[src/rtl/multicycle_controller.sv]
// Control FSM for the multicycle RV32I datapath (shared memory port, single ALU,
// IR/PC/A/B/ALUOut/Data holding registers). Decodes Op/funct3/funct7b5 into
// per-cycle datapath enables and mux selects for lw, sw, R-type, I-type ALU,
// beq and jal, handshakes with memory via mem_ready, and flags illegal opcodes
// and memory wait timeouts.
//
// Ports:
//   clk, rst_n          clock, asynchronous active-low reset
//   Op, funct3, funct7b5 instruction fields from the IR
//   Zero                ALU zero flag (used in BEQ)
//   mem_ready           memory completes the current access this cycle
//   PCWrite, AdrSrc, MemWrite, IRWrite, ResultSrc, ALUSrcA, ALUSrcB,
//   ALUControl, ImmSrc, RegWrite
//                       datapath control pins
//   illegal_op          one-cycle pulse in DECODE on an unsupported opcode
//   mem_timeout         sticky flag: memory stalled WAIT_LIMIT cycles
//   state               current FSM state, for debug
module multicycle_controller #(
  parameter int unsigned WAIT_LIMIT = 16,
  parameter int unsigned CNT_W      = 8
) (
  input  logic       clk,
  input  logic       rst_n,
  input  logic [6:0] Op,
  input  logic [2:0] funct3,
  input  logic       funct7b5,
  input  logic       Zero,
  input  logic       mem_ready,
  output logic       PCWrite,
  output logic       AdrSrc,
  output logic       MemWrite,
  output logic       IRWrite,
  output logic [1:0] ResultSrc,
  output logic [1:0] ALUSrcA,
  output logic [1:0] ALUSrcB,
  output logic [2:0] ALUControl,
  output logic [1:0] ImmSrc,
  output logic       RegWrite,
  output logic       illegal_op,
  output logic       mem_timeout,
  output logic [3:0] state
);

  localparam logic [6:0] OpLw   = 7'b0000011;
  localparam logic [6:0] OpSw   = 7'b0100011;
  localparam logic [6:0] OpR    = 7'b0110011;
  localparam logic [6:0] OpI    = 7'b0010011;
  localparam logic [6:0] OpJal  = 7'b1101111;
  localparam logic [6:0] OpBeq  = 7'b1100011;

  typedef enum logic [3:0] {
    StFetch    = 4'd0,
    StDecode   = 4'd1,
    StMemAdr   = 4'd2,
    StMemRead  = 4'd3,
    StMemWb    = 4'd4,
    StMemWrite = 4'd5,
    StExecuteR = 4'd6,
    StAluWb    = 4'd7,
    StExecuteI = 4'd8,
    StJal      = 4'd9,
    StBeq      = 4'd10
  } stateE;

  stateE stateQ, stateD;

  logic [CNT_W-1:0] waitCntQ, waitCntD;
  logic             timeoutQ, timeoutD;
  logic             waiting;

  // Raw (pre-reset-gating) control signals
  logic       pcUpdate;
  logic       branch;
  logic       irWriteRaw;
  logic       memWriteRaw;
  logic       regWriteRaw;
  logic       illegalRaw;
  logic [1:0] aluOp;

  // State register and wait-counter/timeout registers
  always_ff @(posedge clk or negedge rst_n) begin
    if (!rst_n) begin
      stateQ   <= StFetch;
      waitCntQ <= '0;
      timeoutQ <= 1'b0;
    end else begin
      stateQ   <= stateD;
      waitCntQ <= waitCntD;
      timeoutQ <= timeoutD;
    end
  end

  // Next state and Moore outputs
  always_comb begin
    stateD      = StFetch;
    pcUpdate    = 1'b0;
    branch      = 1'b0;
    irWriteRaw  = 1'b0;
    memWriteRaw = 1'b0;
    regWriteRaw = 1'b0;
    illegalRaw  = 1'b0;
    aluOp       = 2'b00;
    AdrSrc      = 1'b0;
    ResultSrc   = 2'b00;
    ALUSrcA     = 2'b00;
    ALUSrcB     = 2'b00;

    case (stateQ)
      StFetch: begin
        ALUSrcB    = 2'b10;
        ResultSrc  = 2'b10;
        irWriteRaw = mem_ready;
        pcUpdate   = mem_ready;
        stateD     = mem_ready ? StDecode : StFetch;
      end
      StDecode: begin
        ALUSrcA = 2'b01;
        ALUSrcB = 2'b01;
        case (Op)
          OpLw, OpSw: stateD = StMemAdr;
          OpR:        stateD = StExecuteR;
          OpI:        stateD = StExecuteI;
          OpJal:      stateD = StJal;
          OpBeq:      stateD = StBeq;
          default: begin
            stateD     = StFetch;
            illegalRaw = 1'b1;
          end
        endcase
      end
      StMemAdr: begin
        ALUSrcA = 2'b10;
        ALUSrcB = 2'b01;
        stateD  = (Op == OpLw) ? StMemRead : StMemWrite;
      end
      StMemRead: begin
        AdrSrc = 1'b1;
        stateD = mem_ready ? StMemWb : StMemRead;
      end
      StMemWb: begin
        ResultSrc   = 2'b01;
        regWriteRaw = 1'b1;
        stateD      = StFetch;
      end
      StMemWrite: begin
        AdrSrc      = 1'b1;
        memWriteRaw = 1'b1;
        stateD      = mem_ready ? StFetch : StMemWrite;
      end
      StExecuteR: begin
        ALUSrcA = 2'b10;
        aluOp   = 2'b10;
        stateD  = StAluWb;
      end
      StExecuteI: begin
        ALUSrcA = 2'b10;
        ALUSrcB = 2'b01;
        aluOp   = 2'b10;
        stateD  = StAluWb;
      end
      StAluWb: begin
        regWriteRaw = 1'b1;
        stateD      = StFetch;
      end
      StBeq: begin
        ALUSrcA = 2'b10;
        aluOp   = 2'b01;
        branch  = 1'b1;
        stateD  = StFetch;
      end
      StJal: begin
        ALUSrcA  = 2'b01;
        ALUSrcB  = 2'b10;
        pcUpdate = 1'b1;
        stateD   = StAluWb;
      end
      default: stateD = StFetch;
    endcase
  end

  // Write enables are forced low combinationally while reset is held, so a
  // mid-access reset cannot leak a store or register write.
  assign PCWrite    = rst_n & (pcUpdate | (branch & Zero));
  assign IRWrite    = rst_n & irWriteRaw;
  assign MemWrite   = rst_n & memWriteRaw;
  assign RegWrite   = rst_n & regWriteRaw;
  assign illegal_op = rst_n & illegalRaw;

  // Immediate format select
  always_comb begin
    case (Op)
      OpLw, OpI: ImmSrc = 2'b00;
      OpSw:      ImmSrc = 2'b01;
      OpBeq:     ImmSrc = 2'b10;
      OpJal:     ImmSrc = 2'b11;
      default:   ImmSrc = 2'b00;
    endcase
  end

  // ALU decoder; subtract only for R-type (Op[5]=1) with funct7b5 set
  always_comb begin
    ALUControl = 3'b000;
    case (aluOp)
      2'b00: ALUControl = 3'b000;
      2'b01: ALUControl = 3'b001;
      2'b10: begin
        case (funct3)
          3'b000:  ALUControl = (Op[5] & funct7b5) ? 3'b001 : 3'b000;
          3'b010:  ALUControl = 3'b101;
          3'b110:  ALUControl = 3'b011;
          3'b111:  ALUControl = 3'b010;
          default: ALUControl = 3'b000;
        endcase
      end
      default: ALUControl = 3'b000;
    endcase
  end

  // Memory wait counter: counts consecutive stalled cycles in the states that
  // own the memory port; timeout sets on the edge where the count reaches
  // WAIT_LIMIT and then sticks until reset.
  assign waiting = ((stateQ == StFetch) || (stateQ == StMemRead) || (stateQ == StMemWrite)) &&
                   !mem_ready;

  always_comb begin
    waitCntD = '0;
    if (waiting) begin
      waitCntD = (waitCntQ == {CNT_W{1'b1}}) ? waitCntQ : waitCntQ + 1'b1;
    end
    timeoutD = timeoutQ;
    if ((WAIT_LIMIT != 0) && waiting && (waitCntD == CNT_W'(WAIT_LIMIT))) begin
      timeoutD = 1'b1;
    end
  end

  assign mem_timeout = timeoutQ;
  assign state       = stateQ;

endmodule

[config.mk]
export PLATFORM = sky130hd
export DESIGN_NAME = multicycle_controller
export DESIGN_NICKNAME = d
export VERILOG_FILES = /design/src/rtl/multicycle_controller.sv
export SDC_FILE = /design/constraint.sdc
export NUM_CORES = 1
export LEC_CHECK = 0
export ABC_AREA = 1
export CORE_MARGIN = 2
export CORE_UTILIZATION = 38
export CTS_BUF_LIST = sky130_fd_sc_hd__clkbuf_16
export DETAILED_ROUTE_END_ITERATION = 12
export PLACE_DENSITY = 0.69
export SLEW_MARGIN = 20
export SYNTH_ARGS = -nofsm -noshare
export SYNTH_HDL_FRONTEND = slang
export SYNTH_SLANG_ARGS = --single-unit
[constraint.sdc]
create_clock -name clk -period 2.2 [get_ports clk]
set_input_delay 0.55 -clock clk [delete_from_list [all_inputs] [get_ports clk]]
set_output_delay 0.55 -clock clk [all_outputs]
set_load 0.005 [all_outputs]
==> flow_summary.toml <==
[yosys]
synth_mux_area_share_pct = 0
avgSynthCellArea_um2 = 6.01
synthAdderAreaFrac_pct = 3.43
ys_types = 24
synth_top_area_share_pct = 29.7
yosys_register_bits = 13
synth_xor_area_share_pct = 0.801
synth_simple_gate_area_share_pct = 45.9
synth.area.top_cells = "dfrtp_1, nand2_1, inv_1"
seq_area_frac_synth_pct = 29.7
synth_warnings = 0
netlist_area_um2 = 1090
synth_compound_area_share_pct = 7.44
syn_inst = 182
synth_top_family_by_area = "simple AND/OR/NAND/NOR gates"
syn_nets = 200
yosys.area.top_type = "dfrtp_1"

[critical_path]
worstPathArrival_ns = 1.69
crit_path_max_fanout = 3
r2r_slack_ns = 0.54
critPathLaunchType = "flop"
worstRegToRegCells = 9
reg2reg_from = "state[0]$_DFF_PN0_"
rr_endpoint = "state[0]$_DFF_PN0_"
crit_path_end_kind = "output pin"
critical_path_class = "flop to output pin"
crit_required_ns = 1.65

[power]
clockPowerShare_pct = 39.0
switchingPower_mw = 0.251
p_comb_share_pct = 31.2
ir_worst_vdd_mv = 0.631
p_int_mw = 0.630
netSwitchingFraction_pct = 28.5
p_per_area_nw_per_um2 = 446
power.leakage_nw = 1.15
seqPwrFrac_pct = 29.9

[min_path]
min_path_type = "input port to async pin"

[clock_tree]
worstSkewPairLatency_ns = 0.24
cts-root-buf = "clkbuf_16"
cts_sinks = 13
cts_buffers = 3
clockBufferDepth = 2
clk_pin_slew_ns = 0.04
cts_hold_buf = 0
h-tree-depth = 1
cts_tree = "done"

[global_routing]
overflow = 0
track_usage_pct = 21.4
grt_pass1_wl_um = 5660
grt_max_degree = 14
antenna_found_initial = 0
grt_pass1_vias = 1370

[layout]
fillers = 219
final_cells = 292
antenna_cells = 0
nNetsFinal = 280
syn_to_final_growth_pct = 80.3
layout-drive-gt1-share_pct = 33.0

[sta]
max_freq_mhz = 447
rsz0062_at_grt = "yes"
final.period_utilization_pct = 102
fin_skew_ns = 0.000701
relSlewSlack_pct = 82.8
setup_ws_ns = -0.0367
tightest_slew_ns = 0.255
setup_tns_ns = -0.0615
finalHoldViolations = 0
setup_viol = 2
finalMaxSlewViolations = 0
fin_crit_ns = 2.24
holdWs_ns = 0.413

[routing]
post-route-drc-count = 0
drt_iter0_markers = 41
wl_per_cell_um = 12.2
num_vias = 1435
antenna_left = 0
first_pass_iters = 4
finalWirelength_um = 3570
routed_via_density = 4.91

[placed_design]
placed_cells = 276
dp.final_hpwl_um = 2630
gp_congestion = 0.947
port_buffers = 36

[outcome]
violations = "negative setup slack"
status = "finished, violations left"

[die]
fp.dieW_um = 57.6
die_area_um2 = 3320
die-height_um = 57.6
core.rowCount = 19
core-area_um2 = 2730
initial_core_util_pct = 40.0
num_io_pins = 37

[job]
cap_violations = 0
## logic make-up (layout without fill, tap and decap cells)
family / Yosys count / in the layout
adders and majority gates: 3 / 3
AOI/OAI and AO/OA: 13 / 13
xor gates and xnor gates: 1 / 1
buffers and inverters: 37 / 116
and+or+nand+nor: 115 / 115
DFF: 13 / 13
## what timing repair did
item	in CTS	in global routing
buffers inserted	5	7
resized for setup	45	40
pin swaps	7	14
setup endpoints to repair	15	13
## final cells by class
cell class                 instances  area [um^2]  area share [%]
multi-input combinational        132          749            38.0
timing repair buffer              75          639            32.4
sequential                        13          325            16.5
inverter                          37          139            7.04
clock buffer                       3         75.1            3.81
tap                               31         38.8            1.97
clock inverter                     1         5.00           0.254
## sequential cells by signal (all words and copies together), names as in the netlist
| register | flops |
|---|---|
| waitCntQ | 8 |
| mem_timeout | 1 |
| state | 4 |
## routing by layer
layer | GRT usage [%] | routed length (um) | vias up
li1 | - | - | 726
met1 | 27.9 | 1610 | 672
met2 | 36.4 | 1770 | 33
met3 | 5.13 | 171 | 4
met4 | 4.32 | 17 | 0
met5 | 0 | 0 | -
## critical path, stage by stage, from the launching register on
cell and delay (ns):
dfrtp_1 0.36, inv_1 0.07, nor2_2 0.16, nand2_2 0.09, o21ai_2 0.08, ha_2 0.23
buf_6 0.10, nand4_1 0.08, a21oi_1 0.14, buf_2 0.13
## cell usage after synthesis (all sizes together)
| cell | count |
|---|---|
| a21oi | 3 |
| a31oi | 1 |
| dfrtp | 13 |
| ha | 3 |
| inv | 37 |
| nand2 | 56 |
| nand3 | 15 |
| nand3b | 1 |
| nand4 | 3 |
| nor2 | 32 |
| nor3 | 8 |
| o2111ai | 2 |
| o211ai | 1 |
| o21ai | 4 |
| o21bai | 1 |
| o31ai | 1 |
| xnor2 | 1 |
## layout by cell type (no fill, tap or decap), types with 2 or more instances in the layout
master / instances
a21oi_1: 3
buf_2: 4
buf_4: 34
buf_6: 5
clkbuf_16: 3
clkbuf_2: 3
clkdlybuf4s15_1: 2
clkdlybuf4s50_1: 11
dfrtp_1: 13
dlygate4sd2_1: 10
dlymetal6s2s_1: 6
inv_1: 30
inv_2: 7
nand2_1: 47
nand2_2: 5
nand2_4: 4
nand3_1: 13
nand4_1: 3
nor2_1: 22
nor2_2: 7
nor2_4: 3
nor3_1: 4
nor3_2: 3
o2111ai_1: 2
o21ai_0: 3
## per-stage QoR
stage | power (mW) | cell area (um^2) | util, % | setup slack (ns)
detailed placement | 0.521 | 1700 | 62.0 | -0.508
global route | 0.924 | 1970 | 72.1 | -0.145
floorplan | 0.363 | 1090 | - | 0.308
CTS | 0.863 | 1830 | 67.1 | -0.231
global placement | 0.518 | 1700 | 62.0 | -0.450
finish | 0.880 | 1970 | 72.1 | -0.0367
## power groups by stage
stage	combinational, mW	clock [mW]	sequential, mW
after CTS	0.256	0.345	0.262
after detailed placement	0.255	0	0.266
after global placement	0.253	0	0.265
after floorplan	0.0968	0	0.266
after global routing	0.299	0.359	0.265
final	0.274	0.343	0.263
## how the worst max path moves through the flow
stage | startpoint | end | slack [ns] | cells past startpoint
floorplan | state[0]$_DFF_PN0_ | ALUControl[1] | 0.31 | 6
global placement | Op[1] | ImmSrc[0] | -0.45 | 6
detailed placement | Op[3] | illegal_op | -0.51 | 7
CTS | state[1]$_DFF_PN0_ | ALUControl[2] | -0.23 | 7
global route | state[3]$_DFF_PN0_ | ALUControl[2] | -0.15 | 10
finish | state[3]$_DFF_PN0_ | ALUControl[0] | -0.04 | 9
(Power assumes the default switching activity.)
